==> src/rtl/level_pkg.sv <==
// Shared state encoding and sizing helpers for the level sequencer.
package level_pkg;

  typedef enum logic [2:0] {
    ST_IDLE   = 3'd0,
    ST_LOAD   = 3'd1,
    ST_PLAY   = 3'd2,
    ST_PASSED = 3'd3,
    ST_FAILED = 3'd4,
    ST_DONE   = 3'd5
  } state_t;

  // ROM words per level: the object table followed by one target-score word.
  function automatic int stride(input int objects, input int words_per_object);
    return objects * words_per_object + 1;
  endfunction

  // Address width for a memory of the given depth; never narrower than 1 bit.
  function automatic int addr_w(input int depth);
    return (depth <= 2) ? 1 : $clog2(depth);
  endfunction

endpackage

==> src/rtl/countdown_timer.sv <==
// Seconds countdown: loads a start value, decrements on tick unless held,
// and stops at zero.
module countdown_timer #(
  parameter int TIME_W = 7
) (
  input  logic              clk,
  input  logic              resetN,
  input  logic              load,
  input  logic [TIME_W-1:0] load_value,
  input  logic              tick,
  input  logic              hold,
  output logic              zero,
  output logic [TIME_W-1:0] count
);

  logic [TIME_W-1:0] r_count;
  logic              w_zero;

  assign w_zero = (r_count == {TIME_W{1'b0}});
  assign zero   = w_zero;
  assign count  = r_count;

  // Count register: load wins, otherwise decrement on an unheld tick above zero.
  always_ff @(posedge clk or negedge resetN) begin
    if (!resetN) begin
      r_count <= {TIME_W{1'b0}};
    end else if (load) begin
      r_count <= load_value;
    end else if (tick && !hold && !w_zero) begin
      r_count <= r_count - TIME_W'(1);
    end else begin
      r_count <= r_count;
    end
  end

endmodule

==> src/rtl/level_sequencer.sv <==
// Level sequencer: loads each level's object table and target from ROM,
// runs the level against a countdown, scores it, and steps through levels.
module level_sequencer
  import level_pkg::*;
#(
  parameter int NUM_LEVELS       = 4,
  parameter int OBJECTS_COUNT    = 20,
  parameter int WORDS_PER_OBJECT = 3,
  parameter int WORD_W           = 9,
  parameter int MAX_TIME         = 60,
  parameter int TIME_W           = 7,
  parameter int SCORE_W          = 16
) (
  input  logic                                                            clk,
  input  logic                                                            resetN,
  input  logic                                                            enable,
  input  logic                                                            cycleLevel,
  input  logic                                                            oneSecPulse,
  input  logic [OBJECTS_COUNT-1:0]                                        objCollected,
  input  logic                                                            scoreAdd,
  input  logic [SCORE_W-1:0]                                              scoreValue,
  output logic [addr_w(NUM_LEVELS*stride(OBJECTS_COUNT,WORDS_PER_OBJECT))-1:0] memAddr,
  input  logic [WORD_W-1:0]                                               memData,
  output logic [OBJECTS_COUNT*WORDS_PER_OBJECT*WORD_W-1:0]                objData,
  output logic [OBJECTS_COUNT-1:0]                                        objValid,
  output logic [addr_w(NUM_LEVELS)-1:0]                                   levelIdx,
  output logic [TIME_W-1:0]                                               timer,
  output logic [SCORE_W-1:0]                                              score,
  output logic                                                            loading,
  output logic                                                            playing,
  output logic                                                            stagePassed,
  output logic                                                            stageFailed,
  output logic                                                            lastLevelEnded
);

  localparam int STRIDE = stride(OBJECTS_COUNT, WORDS_PER_OBJECT);
  localparam int ADDR_W = addr_w(NUM_LEVELS * STRIDE);
  localparam int LVL_W  = addr_w(NUM_LEVELS);
  localparam int CNT_W  = addr_w(STRIDE + 1);
  localparam int OBJ_W  = OBJECTS_COUNT * WORDS_PER_OBJECT * WORD_W;

  state_t                 r_state;
  state_t                 w_state_next;
  logic                   r_enable_d;
  logic [CNT_W-1:0]       r_cnt;
  logic [ADDR_W-1:0]      r_mem_addr;
  logic [OBJ_W-1:0]       r_obj_data;
  logic [OBJECTS_COUNT-1:0] r_obj_valid;
  logic [LVL_W-1:0]       r_level;
  logic [SCORE_W-1:0]     r_score;
  logic [SCORE_W-1:0]     r_snapshot;
  logic [SCORE_W-1:0]     r_target;
  logic                   r_loading;
  logic                   r_playing;
  logic                   r_passed;
  logic                   r_failed;
  logic                   r_last_ended;

  logic                   w_en_rise;
  logic                   w_last;
  logic                   w_play_end;
  logic                   w_load_entry;
  logic                   w_tick;
  logic                   w_hold;
  logic                   w_timer_zero;
  logic [TIME_W-1:0]      w_timer;
  logic [SCORE_W:0]       w_sum;
  logic [SCORE_W-1:0]     w_score_next;
  logic [SCORE_W-1:0]     w_snap_next;
  logic [LVL_W-1:0]       w_level_next;
  logic [ADDR_W-1:0]      w_base;

  assign w_en_rise    = enable & ~r_enable_d;
  assign w_last       = (r_level == LVL_W'(NUM_LEVELS - 1));
  assign w_play_end   = w_timer_zero || (r_obj_valid == {OBJECTS_COUNT{1'b0}});
  assign w_load_entry = (w_state_next == ST_LOAD) && (r_state != ST_LOAD);
  // The LOAD-to-PLAY cycle is still LOAD, so a tick arriving then is dropped.
  assign w_tick       = oneSecPulse && (r_state == ST_PLAY) && !w_play_end;
  assign w_hold       = ~enable;
  assign w_snap_next  = (r_state == ST_PASSED) ? r_score : r_snapshot;
  assign w_level_next = (w_load_entry && (r_state == ST_PASSED)) ? (r_level + LVL_W'(1)) : r_level;
  assign w_base       = ADDR_W'(w_level_next) * ADDR_W'(STRIDE);

  countdown_timer #(
    .TIME_W(TIME_W)
  ) u_timer (
    .clk        (clk),
    .resetN     (resetN),
    .load       (w_load_entry),
    .load_value (TIME_W'(MAX_TIME)),
    .tick       (w_tick),
    .hold       (w_hold),
    .zero       (w_timer_zero),
    .count      (w_timer)
  );

  // Saturating score update; adds are ignored while loading.
  always_comb begin
    w_sum        = {1'b0, r_score} + {1'b0, scoreValue};
    w_score_next = r_score;
    if (scoreAdd && (r_state != ST_LOAD)) begin
      if (w_sum[SCORE_W]) begin
        w_score_next = {SCORE_W{1'b1}};
      end else begin
        w_score_next = w_sum[SCORE_W-1:0];
      end
    end else begin
      w_score_next = r_score;
    end
  end

  // Next-state logic for the level flow.
  always_comb begin
    w_state_next = r_state;
    case (r_state)
      ST_IDLE: begin
        if (w_en_rise) w_state_next = ST_LOAD;
        else           w_state_next = ST_IDLE;
      end
      ST_LOAD: begin
        if (r_cnt == CNT_W'(STRIDE)) w_state_next = ST_PLAY;
        else                         w_state_next = ST_LOAD;
      end
      ST_PLAY: begin
        if (w_play_end) begin
          if (w_score_next >= r_target) w_state_next = ST_PASSED;
          else                          w_state_next = ST_FAILED;
        end else begin
          w_state_next = ST_PLAY;
        end
      end
      ST_PASSED: begin
        if (w_last)          w_state_next = ST_DONE;
        else if (cycleLevel) w_state_next = ST_LOAD;
        else                 w_state_next = ST_PASSED;
      end
      ST_FAILED: begin
        if (cycleLevel) w_state_next = ST_LOAD;
        else            w_state_next = ST_FAILED;
      end
      ST_DONE: w_state_next = ST_DONE;
      default: w_state_next = ST_IDLE;
    endcase
  end

  // State register.
  always_ff @(posedge clk or negedge resetN) begin
    if (!resetN) r_state <= ST_IDLE;
    else         r_state <= w_state_next;
  end

  // Datapath: ROM fetch, object table, score bookkeeping and status flags.
  always_ff @(posedge clk or negedge resetN) begin
    if (!resetN) begin
      // Edge detector starts high so an enable already high at reset release
      // does not count as a rising edge.
      r_enable_d   <= 1'b1;
      r_cnt        <= {CNT_W{1'b0}};
      r_mem_addr   <= {ADDR_W{1'b0}};
      r_obj_data   <= {OBJ_W{1'b0}};
      r_obj_valid  <= {OBJECTS_COUNT{1'b0}};
      r_level      <= {LVL_W{1'b0}};
      r_score      <= {SCORE_W{1'b0}};
      r_snapshot   <= {SCORE_W{1'b0}};
      r_target     <= {SCORE_W{1'b0}};
      r_loading    <= 1'b0;
      r_playing    <= 1'b0;
      r_passed     <= 1'b0;
      r_failed     <= 1'b0;
      r_last_ended <= 1'b0;
    end else begin
      r_enable_d <= enable;
      r_loading  <= (w_state_next == ST_LOAD);
      r_playing  <= (w_state_next == ST_PLAY);
      r_passed   <= (r_state == ST_PLAY) && (w_state_next == ST_PASSED);
      r_failed   <= (r_state == ST_PLAY) && (w_state_next == ST_FAILED);
      r_level    <= w_level_next;

      if ((r_state == ST_PASSED) && (w_state_next == ST_DONE)) r_last_ended <= 1'b1;
      else                                                     r_last_ended <= r_last_ended;

      if (w_load_entry && (r_state == ST_PASSED)) r_snapshot <= r_score;
      else                                        r_snapshot <= r_snapshot;

      if (w_load_entry) r_score <= w_snap_next;
      else              r_score <= w_score_next;

      if (w_load_entry) begin
        r_cnt       <= {CNT_W{1'b0}};
        r_mem_addr  <= w_base;
        r_obj_valid <= {OBJECTS_COUNT{1'b1}};
      end else if (r_state == ST_LOAD) begin
        r_cnt <= r_cnt + CNT_W'(1);
        if (r_cnt < CNT_W'(STRIDE - 1)) r_mem_addr <= r_mem_addr + ADDR_W'(1);
        else                            r_mem_addr <= r_mem_addr;
        // Data arrives one cycle behind its address, so word k lands at count k+1.
        if (r_cnt == CNT_W'(STRIDE)) begin
          r_target <= SCORE_W'(memData);
        end else if (r_cnt != {CNT_W{1'b0}}) begin
          r_obj_data[(int'(r_cnt) - 1) * WORD_W +: WORD_W] <= memData;
        end else begin
          r_target <= r_target;
        end
      end else if ((r_state == ST_PLAY) && enable && !w_play_end) begin
        r_obj_valid <= r_obj_valid & ~objCollected;
      end else begin
        r_obj_valid <= r_obj_valid;
      end
    end
  end

  assign memAddr        = r_mem_addr;
  assign objData        = r_obj_data;
  assign objValid       = r_obj_valid;
  assign levelIdx       = r_level;
  assign timer          = w_timer;
  assign score          = r_score;
  assign loading        = r_loading;
  assign playing        = r_playing;
  assign stagePassed    = r_passed;
  assign stageFailed    = r_failed;
  assign lastLevelEnded = r_last_ended;

endmodule

==> config.mk <==
export PLATFORM = sky130hd
export DESIGN_NAME = level_sequencer
export DESIGN_NICKNAME = d
export VERILOG_FILES = /design/src/rtl/level_pkg.sv /design/src/rtl/countdown_timer.sv /design/src/rtl/level_sequencer.sv
export SDC_FILE = /design/constraint.sdc
export NUM_CORES = 1
export LEC_CHECK = 0
export ABC_AREA = 0
export ABC_CLOCK_PERIOD_IN_PS = 5600
export CORE_ASPECT_RATIO = 2
export CORE_UTILIZATION = 47
export CTS_CLUSTER_DIAMETER = 50
export DETAILED_ROUTE_END_ITERATION = 6
export GPL_ROUTABILITY_DRIVEN = 1
export HOLD_SLACK_MARGIN = 0.1
export PLACE_DENSITY = 0.82
export SLEW_MARGIN = 20
export SYNTH_ARGS = -nofsm -noshare
export SYNTH_HDL_FRONTEND = slang
export SYNTH_SLANG_ARGS = --single-unit
export TNS_END_PERCENT = 1
==> constraint.sdc <==
create_clock -name clk -period 5.6 [get_ports clk]
set_input_delay 1.4 -clock clk [delete_from_list [all_inputs] [get_ports clk]]
set_output_delay 1.4 -clock clk [all_outputs]
set_load 0.005 [all_outputs]
==> out/results.tsv, run 1 <==
stage	metric	value	unit
synth	yosysUniqueCellTypes	87	
cts	clk_latency	0.64	ns
cts	cts.root.buffer_cell	clkbuf_16	
worst_setup_path	cp.required	6.11	ns
place	gp_congestion	1.07	
synth	syn-cell-area	30300	um2
die	fp.dieW	181	um
worst_setup_path	setup.worst_path.start_class	flop	
worst_setup_path	worstPathCellList	inv_1, ha_2, nand2_1, xnor2_1, ha_1, fa_1, inv_1, ha_1, ha_1, o21ai_2, a21o_1, a21oi_1, or2_2, fa_2, nor3_2, a21oi_1, nand2_1, buf_4, a211oi_1, nor4_1, buf_4, o21ai_0, mux2_2	
sta	hold_viol_final	0	
route	dr.pass1.iters	5	
sta	clock-skew-final	0.0231	ns
worst_setup_path	critPathCaptureType	flop	
synth	avgSynthCellArea	9.99	um2
worst_setup_path	cp_max_fo	9	
worst_setup_path	critPathSlowestCell	a211oi_1	
layout	drive_above_1_share	13.8	%
sta	rsz0062_at_grt	yes	
synth	synthArstFlopShare	100	%
layout	area_growth	35.3	%
global_routing	grt_pass1_vias	29300	
run	cap_violations	0	
die	rows	131	
sta	final_max_slew_viol_count	0	
worst_hold_path	hold_class	reg -> reg	
sta	setup_viol	0	
layout	nFillCells	5072	
worst_setup_path	cp_slowest_stage_delay	0.60	ns
synth	yosys-top-cells-area	dfrtp_1 52%, o21ai_0 7.4%, o31ai_1 6.3%	
sta	period_share	99.2	%
global_routing	grt.overflow.total	0	
synth	ys_dominant_reg_cell	dfrtp_1	
worst_setup_path	cp.arrival	6.07	ns
sta	relSlewSlack	11.0	%
global_routing	grt_usage	39.5	%
sta	max_freq	180	MHz
synth	synth.most_common_cell	dfrtp_1	
synth	synth_top_area_share	52.3	%
die	die_h	361	um
route	wl_per_cell	28.7	um
synth	ys_top_cells_by_count	632 x dfrtp_1, 448 x o21ai_0, 338 x nand2_1, 253 x o31ai_1, 201 x clkbuf_1	
run_status	status	finished clean	
sta	fin_crit	5.56	ns
route	drc	0	
global_routing	grt_pass1_wl	191000	um
sta	tns	0	ns
cts	cts_max_path_buffers	3	
synth	post-synth-top-area-cell	dfrtp_1	
place	port_buffers	648	
die	io_pins	649	
cts	cts_inserted_buffers	57	
global_routing	grt_max_degree	129	
cts	cts.clk_slew.worst_paths	0.07	ns
synth	synth-edff-count	0	
global_routing	antenna_found_initial	0	
route	wl	131000	um
cts	cts_hold_buffers	0	
route	via_count	29300	
die	start_util	47.5	%
die	core-area	63800	um2
sta	tightest_slew	1.33	ns
worst_setup_path	path_class	reg -> reg	
die	dieArea	65500	um2
route	drt_iter0_drc	2592	
route	ant_nets	0	
layout	nNetsFinal	3817	
synth	syn_inst	3029	
place	dp_hpwl	96300	um
synth	synth_warnings	0	
synth	yosysSeqAreaShare	52.3	%
worst_setup_path	crit_top_cell	ha_1	
cts	ctsHtreeMaxLevel	2	
route	routed_via_density	6.44	
cts	clkSinkCount	633	
synth	syn_nets	3141	
cts	tritoncts	built	
synth	ys_seq_elements	633	
final cells by class:
class	count	area, um2	share of cell area, %
timing repair buffer	870	8350	20.4
clock inverter	27	400	0.978
sequential	633	15800	38.7
tap	798	998	2.44
multi-input combinational	2096	13600	33.1
antenna	1	2.50	0.00611
clock buffer	80	1620	3.97
inverter	47	176	0.431
cell families (layout without fill, tap and decap cells):
kind of cell | after synthesis | count (layout) | synth area share, %
AO/OA/AOI/OAI | 1200 | 1200 | 25.6
XOR/XNOR | 30 | 30 | 0.868
adder cells (fa/ha/maj) | 61 | 61 | 2.60
buffers and inverters | 300 | 1024 | 3.92
flip-flops | 633 | 633 | 52.3
multiplexers | 126 | 126 | 4.84
other | 0 | 1 | 0
AND/OR/NAND/NOR | 679 | 679 | 9.83
placed cells by master (no fill, tap or decap), types with 57 or more instances in the layout:
cell	count
o21ai_0	438
ha_1	57
nor2_1	159
o31ai_1	253
dfrtp_1	631
o41ai_1	125
a31oi_1	71
nand2_1	312
a21oi_1	114
o22ai_1	62
mux2_2	103
clkbuf_16	59
buf_4	202
clkdlybuf4s50_1	647
stage by stage:
| step | hold WS (ns) | setup slack, ns | cell area [um2] | util (%) | std cells |
|---|---|---|---|---|---|
| after floorplan | 0.441 | -0.0137 | 30300 | - | 3029 |
| after global placement | 0.451 | -0.579 | 38600 | 60.6 | 4437 |
| after detailed placement | 0.457 | -0.577 | 38600 | 60.6 | 4437 |
| after CTS | 0.473 | -0.00446 | 40700 | 63.8 | 4544 |
| after global routing | 0.492 | -0.148 | 40900 | 64.2 | 4551 |
| final | 0.475 | 0.0447 | 40900 | 64.2 | 4552 |
routing by layer:
metal | vias up | routed length, um | GRT usage [%]
met5 | - | 0 | 0
met4 | 0 | 12500 | 33.0
met3 | 520 | 12600 | 10.4
met2 | 1727 | 62400 | 65.2
met1 | 14400 | 43200 | 42.1
li1 | 12700 | - | -
final timing paths:
| path | start | end | slack (ns) | cells after the start |
|---|---|---|---|---|
| worst max-delay path | r_cnt[1] | objData[6] | 0.04 | 23 |
| max in group asynchronous | resetN | objData[72] | 3.48 | 2 |
| worst min register to register | r_snapshot[9] | r_snapshot[9] | 0.47 | 2 |
| min in group asynchronous | resetN | objData[276] | 0.83 | 1 |
| worst max register to register | r_cnt[1] | objData[6] | 0.04 | 23 |
| worst min-delay path | r_snapshot[9] | r_snapshot[9] | 0.47 | 2 |
state kept, by name, indices dropped and copies added, names as in the netlist:
signal and flops:
r_enable_d 1, loading 1, stageFailed 1, u_timer.count 7, r_target 9, objData 540
playing 1, objValid 20, score 16, stagePassed 1, lastLevelEnded 1, memAddr 8
r_snapshot 16, r_cnt 6, r_state 3, levelIdx 2
critical path: cells and delay by family (launching register included):
family	cells	cell delay [ns]
multiplexers	1	0.39
XOR/XNOR	1	0.16
buffers and inverters	4	0.51
AO/OA/AOI/OAI	6	1.55
flip-flops	1	0.45
AND/OR/NAND/NOR	5	0.52
adder cells (fa/ha/maj)	6	1.83
timing repair:
action / CTS / global route
cloned: 0 / 1
buffers inserted: 0 / 5
endpoints found under the setup margin: 22 / 412
pin swaps: 1 / 6
resized for setup: 8 / 52
Power of run 1 is left out: the tool's default activity adds up to more than one toggle a clock period on the data nets, which glitch-free logic cannot reach.
==> inputs of run 2 (changes only) <==
- CORE_ASPECT_RATIO: 2 -> 0.6
==> run 2 against run 1 <==
Register-to-register slack gained 0.02 ns. Setup slack gained 0.016 ns. Worst hold slack gained 0.0043 ns. Count of clock-buffer cells in the layout shrank 8. Routed wire length shrank 4.2%. First-iteration DRC count grew 41%. Core utilization grew 1.2 points. Critical endpoint is now objData[394]. Die area is essentially flat. Cell area grew 0.90%. Sequential share of layout area shrank 0.34 points. Highest routed layer is now met5.
==> out/results.tsv, run 2 (synthesis gave the netlist of run 1 again) <==
stage	metric	value	unit	change
die	io_pins	649		unchanged
sta	period_share	98.9	%	-0.28 points
sta	max_freq	181	MHz	+0.28%
layout	fin_cells	4601		+1.1%
layout	post-route-cell-area	41300	um2	+0.90%
sta	clock-skew-final	0.0587	ns	+0.0356 ns
route	routed_via_density	6.45		+0.12%
die	die_h	199	um	-45%
layout	drive_above_1_share	15.1	%	+1.3 points
route	drt_iter0_drc	3658		+41%
cts	cts_inserted_buffers	59		+3.5%
sta	fin_crit	5.54	ns	-0.0157 ns
place	postPlaceCellArea	38700	um2	+0.16%
route	drc	0		unchanged
route	dr.pass1.iters	6		+1
layout	nNetsFinal	3822		+0.13%
global_routing	grt_pass1_wl	183000	um	-4.7%
route	ant_nets	0		unchanged
die	start_util	47.9	%	+0.45 points
die	dieArea	65400	um2	about the same
worst_setup_path	critPathCaptureType	flop		
place	dp_cells	4478		+0.92%
worst_setup_path	cp.arrival	6.06	ns	about the same
place	port_buffers	648		unchanged
global_routing	grt_usage	37.0	%	-2.5 points
sta	holdWs	0.479	ns	+0.00428 ns
global_routing	grt_max_degree	111		-14%
route	wl	125000	um	-4.2%
cts	cts.root.buffer_cell	clkbuf_16		
layout	area_growth	36.5	%	
cts	cts.clk_slew.worst_paths	0.07	ns	about the same
die	core-area	63200	um2	-0.94%
sta	setup_viol	0		unchanged
sta	hold_viol_final	0		unchanged
sta	tightest_slew	1.08	ns	-0.257 ns
cts	clkSinkCount	633		unchanged
place	dp_hpwl	89500	um	-7.1%
global_routing	grt.overflow.total	0		unchanged
cts	cts_max_path_buffers	3		unchanged
sta	final_max_slew_viol_count	0		unchanged
worst_hold_path	hold_class	reg -> reg		
cts	tritoncts	built		
die	fp.dieW	330	um	+82%
cts	clk_latency	0.68	ns	+0.04 ns
worst_setup_path	setup.worst_path.start_class	flop		
global_routing	antenna_found_initial	4		+4
worst_setup_path	path_class	reg -> reg		
run	cap_violations	0		unchanged
run_status	status	finished clean		
worst_setup_path	cp.required	6.12	ns	about the same
layout	largest_register_ffs	540		unchanged
place	gp_congestion	1.07		-0.73%
die	rows	71		-46%
cts	ctsHtreeMaxLevel	2		unchanged
global_routing	grt_pass1_vias	27600		-5.6%
worst_setup_path	cp_max_fo	18		+9
route	wl_per_cell	27.2	um	-5.2%
route	via_count	29700		+1.2%
sta	relSlewSlack	27.4	%	+16 points
layout	final_cell_mix	647 x clkdlybuf4s50_1, 629 x dfrtp_1, 429 x o21ai_0, 308 x nand2_1, 252 x o31ai_1		
layout	final_common_cell	clkdlybuf4s50_1		
sta	rsz0062_at_grt	yes		
run 2: cell count changes in the layout (fill, tap and decap cells not counted), sizes merged:
cell      before  now
clkbuf        81   73
clkinv        15   21
clkinvlp       0    4
buf          222  225
diode          1    3
inv           51   52
run 2: final cells by class:
| cell class | instances | area (um2) |
|---|---|---|
| Antenna cell | 3 | 7.51 |
| Clock buffer | 72 | 1600 |
| Clock inverter | 38 | 493 |
| Fill cell | 4939 | 21800 |
| Inverter | 47 | 176 |
| Multi-Input combinational cell | 2096 | 13800 |
| Sequential cell | 633 | 15800 |
| Tap cell | 839 | 1050 |
| Timing Repair Buffer | 873 | 8370 |
run 2: final timing paths:
check	depth (start not counted)	from	to	slack, ns
worst max-delay path	21	r_cnt[1]	objData[394]	0.06
worst min-delay path	2	r_snapshot[9]	r_snapshot[9]	0.48
worst max register to register	21	r_cnt[1]	objData[394]	0.06
worst min register to register	2	r_snapshot[9]	r_snapshot[9]	0.48
max in group asynchronous	2	resetN	memAddr[2]	3.60
min in group asynchronous	1	resetN	objData[359]	0.77
run 2: metal layers:
layer	up-vias	global-route usage, %	part of all wire [%]
met5	-	0	0.0096
met2	1837	52.7	42
met1	14800	52.6	42
met4	2	13.6	4.5
met3	341	11.9	11
li1	12700	-	-
run 2: repair_timing:
| item | in CTS | in global routing |
|---|---|---|
| setup buffers | 0 | 10 |
| gates resized for setup | 9 | 103 |
| endpoints found under the setup margin | 124 | 518 |
| hold buffers | 0 | 0 |
| pin swaps | 0 | 11 |
| gates cloned | 0 | 1 |
run 2: through the flow:
step	worst slack (ns)	setup TNS, ns	utilization (%)
detailed placement	-0.515	-4.46	61.3
CTS	-0.0545	-0.297	64.6
global placement	-0.450	-1.41	61.3
global route	-0.151	-12.52	65.4
floorplan	-0.0137	-0.0419	-
finish	0.0604	0	65.4
run 2: critical path, cell delays in order (launching register included):
cell and delay, ns:
dfrtp_2 0.45, inv_1 0.11, ha_1 0.20, nand2_1 0.08, xnor2_1 0.22, ha_1 0.28, ha_1 0.34, ha_1 0.37
nor2b_2 0.21, o31ai_4 0.40, a21oi_1 0.11, or2_2 0.31, fa_2 0.45, nor3_4 0.21, nand4_1 0.27, nand2_4 0.22
buf_12 0.18, and2_2 0.27, nand2_1 0.09, buf_4 0.26, o21ai_0 0.24, o41ai_2 0.11
Power of run 2 is left out for the same reason.
